===== src/rtl/regfile_pkg.sv =====
// regfile_pkg: shared sizes, requester ids and scoreboard type for the register-file write-back path.
package regfile_pkg;
    localparam int NREGS  = 16;
    localparam int DATA_W = 32;
    localparam int SEL_W  = 5;
    typedef enum logic {REQ_ALU = 1'b0, REQ_MEM = 1'b1} req_id_t;
    typedef logic [NREGS-1:0] pending_t;
endpackage


===== src/rtl/regfile_wb_controller_rr_arb2.sv =====
// rr_arb2: two-input round-robin arbiter; the pointer remembers the last accepted winner.
module rr_arb2 (
    input  logic       clk,
    input  logic       rst,
    input  logic [1:0] req_i,
    input  logic       accept_i,
    output logic [1:0] gnt_o
);
    import regfile_pkg::*;
    req_id_t last_q, last_d;
    always_comb begin
        gnt_o  = {req_i[1] & (~req_i[0] | last_q == REQ_ALU),
                  req_i[0] & (~req_i[1] | last_q == REQ_MEM)};
        last_d = accept_i ? (gnt_o[1] ? REQ_MEM : REQ_ALU) : last_q;
    end
    always_ff @(posedge clk)
        last_q <= !rst ? REQ_MEM : last_d;
endmodule


===== src/rtl/regfile_wb_controller.sv =====
// regfile_wb_controller: arbitrates ALU/load write-backs onto the register-file port and tracks pending registers.
module regfile_wb_controller #(
    parameter int DATA_W = regfile_pkg::DATA_W,
    parameter int SEL_W  = regfile_pkg::SEL_W,
    parameter int NREGS  = regfile_pkg::NREGS
) (
    input  logic              clk,
    input  logic              rst,
    input  logic              reserve_valid,
    input  logic [SEL_W-1:0]  reserve_sel,
    output logic              reserve_ready,
    input  logic              alu_valid,
    input  logic [SEL_W-1:0]  alu_sel,
    input  logic [DATA_W-1:0] alu_data,
    output logic              alu_ready,
    input  logic              mem_valid,
    input  logic [SEL_W-1:0]  mem_sel,
    input  logic [DATA_W-1:0] mem_data,
    output logic              mem_ready,
    output logic              rf_we,
    output logic [SEL_W-1:0]  rf_sel,
    output logic [DATA_W-1:0] rf_data,
    input  logic [SEL_W-1:0]  chk_sel_a,
    input  logic [SEL_W-1:0]  chk_sel_b,
    output logic              hazard,
    output logic              wb_unreserved_err
);
    import regfile_pkg::*;
    localparam int IW = $clog2(NREGS);

    logic [1:0]        gnt;
    logic              xfer;
    logic [NREGS-1:0]  pend_q, pend_d, set_m, clr_m;
    logic              rf_we_q, err_q, err_d;
    logic [SEL_W-1:0]  rf_sel_q;
    logic [DATA_W-1:0] rf_data_q;

    function automatic logic in_rng(input logic [SEL_W-1:0] s);
        return int'(s) < NREGS;
    endfunction

    // The register file writes before it reads, so a register committing this cycle is not a hazard.
    function automatic logic hz(input logic [SEL_W-1:0] s);
        return in_rng(s) && pend_q[s[IW-1:0]] && !(rf_we_q && rf_sel_q == s);
    endfunction

    rr_arb2 u_arb (
        .clk      (clk),
        .rst      (rst),
        .req_i    ({mem_valid, alu_valid}),
        .accept_i (xfer),
        .gnt_o    (gnt)
    );

    always_comb begin
        alu_ready     = rst & gnt[REQ_ALU];
        mem_ready     = rst & gnt[REQ_MEM];
        xfer          = alu_ready | mem_ready;
        reserve_ready = rst & (!in_rng(reserve_sel) || !pend_q[reserve_sel[IW-1:0]]
                               || (rf_we_q && rf_sel_q == reserve_sel));
        hazard        = rst & (hz(chk_sel_a) | hz(chk_sel_b));
        clr_m         = (rf_we_q && in_rng(rf_sel_q)) ? NREGS'(1) << rf_sel_q[IW-1:0] : '0;
        set_m         = (reserve_valid && reserve_ready && in_rng(reserve_sel))
                        ? NREGS'(1) << reserve_sel[IW-1:0] : '0;
        pend_d        = (pend_q & ~clr_m) | set_m;
        err_d         = err_q | (|(clr_m & ~pend_q));
    end

    always_ff @(posedge clk) begin
        if (!rst) begin
            rf_we_q   <= 1'b0;
            rf_sel_q  <= '0;
            rf_data_q <= '0;
            pend_q    <= '0;
            err_q     <= 1'b0;
        end else begin
            rf_we_q <= xfer;
            if (xfer) begin
                rf_sel_q  <= alu_ready ? alu_sel : mem_sel;
                rf_data_q <= alu_ready ? alu_data : mem_data;
            end
            pend_q <= pend_d;
            err_q  <= err_d;
        end
    end

    assign rf_we             = rf_we_q;
    assign rf_sel            = rf_sel_q;
    assign rf_data           = rf_data_q;
    assign wb_unreserved_err = err_q;
endmodule


===== config.mk =====
export PLATFORM = sky130hd
export DESIGN_NAME = regfile_wb_controller
export DESIGN_NICKNAME = d
export VERILOG_FILES = /design/src/rtl/regfile_pkg.sv /design/src/rtl/regfile_wb_controller_rr_arb2.sv /design/src/rtl/regfile_wb_controller.sv
export SDC_FILE = /design/constraint.sdc
export NUM_CORES = 1
export LEC_CHECK = 0
export ABC_AREA = 1
export CAP_MARGIN = 0
export CORE_ASPECT_RATIO = 0.75
export CORE_MARGIN = 4
export CORE_UTILIZATION = 46
export CTS_BUF_LIST = sky130_fd_sc_hd__clkbuf_4 sky130_fd_sc_hd__clkbuf_8 sky130_fd_sc_hd__clkbuf_16
export DETAILED_ROUTE_END_ITERATION = 8
export GPL_TIMING_DRIVEN = 0
export PLACE_DENSITY = 0.86
export SYNTH_ARGS = -nofsm -noshare
export SYNTH_HDL_FRONTEND = slang
export SYNTH_SLANG_ARGS = --single-unit
export TNS_END_PERCENT = 30

===== constraint.sdc =====
create_clock -name clk -period 3.29 [get_ports clk]
set_input_delay 0.8225 -clock clk [delete_from_list [all_inputs] [get_ports clk]]
set_output_delay 0.8225 -clock clk [all_outputs]
set_load 0.03 [all_outputs]

==> impl_metrics.yaml <==
status:
  status: "finished, final reports clean"
sta:
  finalClockSkew_ns: 0.00773
  fin_tns_setup_ns: 0
  worst_slew_pin_slew_ns: 0.549
  relSlewSlack: 0.634
  finalHoldViolations: 0
  setup_viol: 0
  finalCritPeriodShare: 0.971
  rsz0062_at_grt: "yes"
  finalCriticalPeriod_ns: 3.20
  max_freq_ghz: 0.313
  slew_violations: 0
  fin_ws_ns: 0.0942
routing:
  vias_per_cell: 5.58
  drtIter0Drc: 299
  post-route-drc-count: 0
  num_vias: 4070
  drtPass1Iterations: 5
  wirelength_mm: 11.5
  wl_per_cell_um: 15.8
  ant_nets: 0
worst_setup_path:
  crit_start: "chk_sel_b[0]"
  start_kind: "input pin"
  crit_chain: "clkdlybuf4s50_1 -> inv_1 -> a21oi_1 -> o21ai_0 -> nand3_1 -> nand3_1 -> nand2_1 -> nand2_1 -> a21oi_1 -> clkbuf_4"
  r2r_cells: 11
  path_buf_inv: 3
  crit_family: "buffers and inverters"
  r2r_end: "pend_q[14]"
  r2r_setup_slack_ns: 1.46
  endpoint: "hazard"
  critPathKind: "input pin to output pin"
  cp-end-kind: "output pin"
  critPathSlowestCell: "clkdlybuf4s50_1"
  worstPathArrival_ns: 2.37
  cp_max_fo: 7
  cp.depth: 10
  regToRegStartpoint: "rf_sel[0]"
  cp.required_ns: 2.47
  cp_slowest_stage_delay_ns: 0.51
clocking:
  cts_buffers: 5
  path_clk_slew_ns: 0.11
  htreeDepth: 2
  clockRootBuffer: "clkbuf_8"
  clock-sinks: 56
  insertion_delay_ns: 0.31
  cts_tree: "done"
  clk_path_buf_depth: 2
cells_and_area:
  postLayoutCoreUtil: 0.699
  drive_gt1_frac: 0.0605
  fill_cells: 614
  antenna_cells: 0
  fin_nets: 738
  area_growth_pct: 48.1
  design_area_um2: 4750
global_routing:
  grt_pass1_wl_mm: 18.5
  antenna_found_initial: 0
  gr-usage-all-layers: 0.267
  grt_start_max_net_pins: 20
  grt_pass1_vias: 3906
  overflow: 0
power:
  p_total_mw: 1.64
  powerDensity_nw_per_um2: 346
  ir_drop_mv: 0.261
  leakage_nw: 1.78
placement:
  gp_congestion: 0.960
  place_ws_ns: -0.506
  portBuffers: 133
  dpl.hpwl_mm: 9.13
  post_dp_cell_area_um2: 4640
floorplan:
  die_w_um: 104
  pin_count: 137
  die_h_um: 80.3
  rows: 26
  initial_core_util: 0.472
  core_um2: 6800
  die_area_um2: 8390
flow_run:
  max_cap_violations: 0
logic_synthesis:
  syn-num-nets: 598
  synth_cells: 504
  syn_area_um2: 3210
  synth_warnings: 0
  synth-seq-cells: 56
  synth_cell_types: 28
  syn_avg_cell_area_um2: 6.37
  yosysSeqAreaShare: 0.349
worst_hold_path:
  min_path_type: "flop to flop"
==> cells by family after synthesis <==
group,after synthesis,share of synthesized area
DFF,56,0.349
buffers and inverters,68,0.0885
xor gates and xnor gates,5,0.0136
AOI/OAI and AO/OA,106,0.191
and+or+nand+nor,269,0.358
==> final cells by class <==
type                       count  area, um2  area share
tap                           84        105      0.0221
clock inverter                 3       27.5     0.00579
inverter                      37        139      0.0292
clock buffer                   5       68.8      0.0145
timing repair buffer         133       1330       0.280
multi-input combinational    380       1810       0.381
buffer                        31        150      0.0316
sequential                    56       1120       0.236
==> worst min-delay path, cell delays in order, from the launching register on <==
cell and delay [ns]:
dfxtp_1 0.32, nand2_1 0.06, a31oi_1 0.06
==> registers in the layout (all words and copies together) (netlist names) <==
name and count:
rf_we 1, rf_data 32, pend_q 16, u_arb.last_q 1
rf_sel 5, wb_unreserved_err 1
==> how the worst min path moves through the flow <==
stage,depth (start not counted),start,slack (ns),end
2_1_floorplan,2,pend_q[1],0.46,pend_q[1]
4_1_cts,2,rf_data[15],0.49,rf_data[15]
5_1_grt,2,rf_data[8],0.51,rf_data[8]
3_5_place_dp,2,rf_data[8],0.47,rf_data[8]
3_3_place_gp,2,rf_data[30],0.46,rf_data[30]
6_report,2,rf_data[9],0.48,rf_data[9]
==> metal layers <==
metal,GRT usage,share of wire
met1,0.342,0.43
met2,0.446,0.46
met3,0.0787,0.095
met4,0.0611,0.015
met5,0,0
==> placed cells by master, fill, tap and decap left out, drive strengths merged, types with 16 or more instances in the layout <==
cell,synthesis,final
dfxtp,56,56
nand2,171,171
buf,16,16
clkdlybuf4s50,0,127
a31oi,32,32
nor2,19,19
nand4,17,17
nand3,32,32
clkbuf,15,22
o21ai,27,27
inv,37,38
a21oi,33,33
nor3,26,26
==> Yosys cell counts (all sizes together) <==
cell	n	share of area
nand3b	2	0.0047
nor2	19	0.022
nand2	171	0.20
a211oi	1	0.0023
buf	16	0.028
a221oi	5	0.014
nor4	1	0.0020
nand3	32	0.050
o211ai	5	0.012
o22ai	1	0.0020
a31oi	32	0.062
nand4	17	0.033
xnor2	5	0.014
clkbuf	15	0.018
or2	1	0.0020
dfxtp	56	0.35
a21oi	33	0.051
nor3	26	0.041
o21ai	27	0.042
a41oi	1	0.0027
o31ai	1	0.0023
inv	37	0.043
==> per-stage QoR <==
| stage | hold WS (ns) | cells |
|---|---|---|
| floorplan | 0.457 | 504 |
| global placement | 0.463 | 721 |
| detailed placement | 0.470 | 721 |
| CTS | 0.487 | 729 |
| global route | 0.511 | 729 |
| finish | 0.481 | 729 |
==> power breakdown <==
group	internal [mW]	leakage (nW)	switching [mW]
combinational	0.226	1.27	0.277
clock	0.157	0.0463	0.246
sequential	0.714	0.458	0.0228
total	1.10	1.78	0.546
==> what timing repair did <==
action,4_1_cts,5_1_grt
resized for setup,10,11
hold buffers,0,0
buffers inserted,0,0
setup endpoints to repair,4,2
No activity file was read; power rests on OpenSTA's default activity.
